File: src/rtl/uart_fifo_ext.sv
// Synchronous FIFO for the UART datapath: any depth, standard or first-word-fall-through
// read, programmable almost flags, fill level, flush and sticky overflow/underflow flags.
module uart_fifo_ext #(
  parameter int WIDTH     = 8,
  parameter int DEPTH     = 16,
  parameter int AF_THRESH = DEPTH - 2,
  parameter int AE_THRESH = 2,
  parameter bit FWFT      = 1'b0
) (
  input  logic                       i_clk,
  input  logic                       i_rst,
  input  logic                       i_flush,
  input  logic                       i_clr_err,
  input  logic                       i_wr_en,
  input  logic [WIDTH-1:0]           i_wr_data,
  input  logic                       i_rd_en,
  output logic [WIDTH-1:0]           o_rd_data,
  output logic                       o_rd_valid,
  output logic                       o_empty,
  output logic                       o_full,
  output logic                       o_almost_full,
  output logic                       o_almost_empty,
  output logic [$clog2(DEPTH+1)-1:0] o_level,
  output logic                       o_overflow,
  output logic                       o_underflow
);

  localparam int LW = $clog2(DEPTH + 1);
  localparam int PW = (DEPTH > 1) ? $clog2(DEPTH) : 1;

  logic [WIDTH-1:0] mem [DEPTH];
  logic [PW-1:0]    wr_ptr_reg, rd_ptr_reg;
  logic [LW-1:0]    level_reg;
  logic             overflow_reg, underflow_reg;
  logic             rd_acc, wr_acc, wr_drop, rd_drop;

  // Pointers wrap explicitly so non-power-of-two depths stay correct.
  function automatic logic [PW-1:0] ptr_inc(input logic [PW-1:0] p);
    return (p == PW'(DEPTH - 1)) ? '0 : p + PW'(1);
  endfunction

  // Flush swallows both requests without flagging them as errors.
  always_comb begin
    rd_acc  = !i_flush && i_rd_en && (level_reg != '0);
    wr_acc  = !i_flush && i_wr_en && ((level_reg != LW'(DEPTH)) || rd_acc);
    wr_drop = !i_flush && i_wr_en && !wr_acc;
    rd_drop = !i_flush && i_rd_en && !rd_acc;
  end

  always_ff @(posedge i_clk) begin
    if (wr_acc) mem[wr_ptr_reg] <= i_wr_data;
  end

  always_ff @(posedge i_clk or posedge i_rst) begin
    if (i_rst) begin
      wr_ptr_reg <= '0;
      rd_ptr_reg <= '0;
      level_reg  <= '0;
    end else if (i_flush) begin
      wr_ptr_reg <= '0;
      rd_ptr_reg <= '0;
      level_reg  <= '0;
    end else begin
      if (wr_acc) wr_ptr_reg <= ptr_inc(wr_ptr_reg);
      if (rd_acc) rd_ptr_reg <= ptr_inc(rd_ptr_reg);
      case ({wr_acc, rd_acc})
        2'b10:   level_reg <= level_reg + LW'(1);
        2'b01:   level_reg <= level_reg - LW'(1);
        default: level_reg <= level_reg;
      endcase
    end
  end

  // Set wins over clear when both happen in the same cycle.
  always_ff @(posedge i_clk or posedge i_rst) begin
    if (i_rst) begin
      overflow_reg  <= 1'b0;
      underflow_reg <= 1'b0;
    end else begin
      if (wr_drop)        overflow_reg  <= 1'b1;
      else if (i_clr_err) overflow_reg  <= 1'b0;
      if (rd_drop)        underflow_reg <= 1'b1;
      else if (i_clr_err) underflow_reg <= 1'b0;
    end
  end

  generate
    if (FWFT) begin : g_fwft
      assign o_rd_data  = mem[rd_ptr_reg];
      assign o_rd_valid = (level_reg != '0);
    end else begin : g_std
      logic [WIDTH-1:0] rd_data_reg;
      logic             rd_valid_reg;
      always_ff @(posedge i_clk or posedge i_rst) begin
        if (i_rst) begin
          rd_data_reg  <= '0;
          rd_valid_reg <= 1'b0;
        end else begin
          rd_valid_reg <= rd_acc;
          if (rd_acc) rd_data_reg <= mem[rd_ptr_reg];
        end
      end
      assign o_rd_data  = rd_data_reg;
      assign o_rd_valid = rd_valid_reg;
    end
  endgenerate

  assign o_level        = level_reg;
  assign o_empty        = (level_reg == '0);
  assign o_full         = (level_reg == LW'(DEPTH));
  assign o_almost_full  = (level_reg >= LW'(AF_THRESH));
  assign o_almost_empty = (level_reg <= LW'(AE_THRESH));
  assign o_overflow     = overflow_reg;
  assign o_underflow    = underflow_reg;

endmodule
File: config.mk
export PLATFORM = sky130hd
export DESIGN_NAME = uart_fifo_ext
export DESIGN_NICKNAME = d
export VERILOG_FILES = /design/src/rtl/uart_fifo_ext.sv
export SDC_FILE = /design/constraint.sdc
export NUM_CORES = 1
export LEC_CHECK = 0
export CORE_MARGIN = 5
export CORE_UTILIZATION = 30
export CTS_CLUSTER_DIAMETER = 60
export CTS_CLUSTER_SIZE = 10
export DETAILED_ROUTE_END_ITERATION = 10
export SLEW_MARGIN = 20
export SYNTH_ARGS = -nofsm -noshare
export SYNTH_HDL_FRONTEND = slang
export SYNTH_SLANG_ARGS = --single-unit
File: constraint.sdc
create_clock -name i_clk -period 4.04 [get_ports i_clk]
set_input_delay 0.808 -clock i_clk [delete_from_list [all_inputs] [get_ports i_clk]]
set_output_delay 0.808 -clock i_clk [all_outputs]
set_load 0.02 [all_outputs]
==> results by group <==
Worst setup path
  – Top cell by count, worst path: inv_1
  – CP Capture Type: flop
  – Startpoint types: flop
  – CP Cell Sequence: nor4_1 > a21o_1 > inv_1 > nand2b_1 > inv_1 > ha_1 > nor2b_1 > o21a_1 > or3_1 > a31oi_1
  – Critical Path AT: 3.74 ns
  – Critical Path Max Stage Delay: 0.59 ns
  – WS Path Type: reg -> reg
  – Worst path required time: 4.38 ns
  – Crit Path Max Fanout: 14
  – Critical path's slowest cell: a21o_1

Floorplan
  – Core ar.: between 0.02 and 0.025 sq mm
  – Die W: 155 um
  – IO Count: 34
  – Die Span Y: about 150 um
  – Initial core utilization: 0.303
  – Die Area: about 0.024 sq mm
  – # rows: 53

Clocking
  – H-tree levels: 4
  – # resized after CTS: 0
  – CTS Root Buffer Type: clkbuf_16
  – Clock insertion delay at the later pin of the skew report: 0.42 ns
  – Clk buf depth: 2
  – CTS sink cnt: approximately 150
  – Worst-path clk slew: 0.06 ns
  – Number of CTS-inserted buffers: 17
  – CTS tree: yes
  – Postcts setup bufs: 0
  – Cts hold-fix bufs: 0

Yosys
  – Synth unique cells: 45
  – Yosys warnings: 0
  – Post-Synthesis Cell Area: 0.00630 sq mm
  – Number of synthesized flops with an enable pin: 128
  – Sequential-to-total area share from yosys stat: 0.705
  – Avg Cell Area, Syn: ~18 sq um
  – Yosys reg bits: 152
  – Cell count after synthesis: 348
  – Synth Flop Type: edfxtp_1
  – Area contributors post-synth: edfxtp_1 (61%), mux4_2 (11%), dfrtp_1 (9.5%), mux2i_1 (2.9%), ha_1 (1.6%)
  – Async SR Flop Fraction: 0.158
  – Cell taking the most area after synthesis: edfxtp_1
  – Syn nets: ~370
  – Post-synth top area share: 0.610

Routing
  – Vias: 3244
  – DR vias/cell: 4.82
  – WL final: about 13000 um
  – Initial drt markers: 202
  – Remaining antenna violation count: 0
  – Drt wl/cell: 19.8 um
  – Router iterations before antenna repair: 4
  – Residual DRC: 0

STA
  – Skew final: 0.00980 ns
  – Minimum clock period: 3.41 ns
  – Final setup viols: 0
  – Final hold slack: 0.494 ns
  – Slew HR: 0.395
  – Highest clock rate: 294 MHz
  – Setup TNS Final: 0 ns
  – Worst-margin pin slew: 0.907 ns
  – Fin crit share: 0.843
  – Hold Vio Cnt, Final: 0
  – RSZ-0062 raised after global routing: no
  – Final slew viol count: 0

GRT
  – Initial antenna violation count: 0
  – Global-route wire length before repair: 21100 um
  – GRT overflow: 0
  – Largest net degree at the start of global routing: 36
  – Vias in the first global route: 3624
  – GRT Resource Usage Total: 0.117

Layout
  – Diodes inserted: 0
  – Nets: 408
  – Largest register FFs: 128
  – Final Util: 0.359
  – Area Overhead vs Synth: 18.6%
  – Layout cell share with drive strength beyond 1: 0.188
  – Largest Register: mem

Run status
  – Status: complete, no violations

Power and ir drop
  – Total Power: 4.08 mW
  – LEAKAGE: 2.49 nW
  – Peak VDD IR: 0.269 mV
  – Pwr Density: 545 mW/mm^2

Place
  – Number of buffers added on ports: 33
  – Final HPWL DP: 8420 um
  – Placer Congestion: 0.742

Worst hold path
  – Worst min path class: reg -> reg

Job
  – Max-cap violations: 0
==> metal layers <==
layer  wire length, um  vias up  part of all wire  GRT usage
met2              6960       63              0.52      0.197
met1              5520     1689              0.41      0.143
met3               584       20             0.044     0.0314
met5                 0        -                 0          0
li1                  -     1472                 -          -
met4               242        0             0.018     0.0500
==> logic make-up after synthesis <==
kind of cell / share of synthesized area
compound gates: 0.0429
fa+ha+maj: 0.0191
flops: 0.705
mux: 0.150
simple gates: 0.0596
buf+inv: 0.0216
xor+xnor: 0.00139
==> cell usage after synthesis (all sizes together) (2+ instances only) <==
master and instances:
edfxtp 128, mux4 32, dfrtp 24, mux2i 18, nand2 15, inv 11
and3 10, buf 10, nor2 10, clkbuf 9, ha 8, o221ai 8
nand2b 7, nor2b 5, and2 4, and4 4, mux2 4, a21o 3
a21oi 3, nand3 3, o21ai 3, a2111oi 2, a22o 2, a31oi 2
nor3 2, o211ai 2, o21a 2, o31ai 2, or3 2
==> cells in the final DEF (no fill, tap or decap), types with 4 or more instances in the layout <==
master / netlist / routed
inv_1: 11 / 10
and4_1: 4 / 4
buf_4: 0 / 4
nand2b_1: 7 / 7
clkinv_2: 0 / 5
and2_1: 4 / 4
o221ai_1: 8 / 8
mux2i_1: 18 / 18
ha_1: 8 / 8
clkbuf_16: 0 / 17
and3_1: 10 / 10
nor2_1: 9 / 9
edfxtp_1: 128 / 128
mux2_2: 4 / 4
dfrtp_1: 24 / 22
nor2b_1: 5 / 5
nand2_1: 15 / 15
mux4_2: 32 / 32
clkdlybuf4s50_1: 0 / 33
==> path summary, 6_finish.rpt <==
check                                              start                         to  slack, ns  depth (start not counted)
worst min register to register  o_rd_data[2]$_DFFE_PP0P_   o_rd_data[2]$_DFFE_PP0P_       0.49                          2
min in group asynchronous                          i_rst     o_level[0]$_DFFE_PP0P_       0.76                          2
worst max register to register    o_level[2]$_DFFE_PP0P_     o_level[4]$_DFFE_PP0P_       0.63                         10
worst max-delay path              o_level[2]$_DFFE_PP0P_     o_level[4]$_DFFE_PP0P_       0.63                         10
worst min-delay path            o_rd_data[2]$_DFFE_PP0P_   o_rd_data[2]$_DFFE_PP0P_       0.49                          2
max in group asynchronous                          i_rst  rd_ptr_reg[3]$_DFFE_PP0P_       2.85                          2
==> stage by stage <==
step                      instances  area (sq um)  setup WS, ns
after detailed placement        641          6910         0.375
final                           673          7470         0.633
after global placement          641          6910         0.539
after floorplan                 348          6300          1.27
after global routing            673          7470         0.366
after CTS                       673          7470         0.651
==> report_power, final <==
group          switching (mW)  internal (mW)
sequential             0.0866           1.78
clock                   0.606          0.896
combinational           0.388          0.316
total                    1.08           3.00
==> final cells by class <==
type                            count  area (sq um)
Fill cell                        1963         13300
Sequential cell                   152          4450
Multi-Input combinational cell    166          1720
Clock buffer                       17           425
Timing Repair Buffer               37           360
Tap cell                          275           344
Clock inverter                     15           136
Inverter                           11          41.3
==> worst max-delay path: cells and delay by family (launching register included) <==
family          cells  cell delay (ns)
buf+inv             2             0.34
compound gates      3             0.96
simple gates        4             1.26
flops               1             0.45
fa+ha+maj           1             0.32
Power figures use the tool's default switching activity.
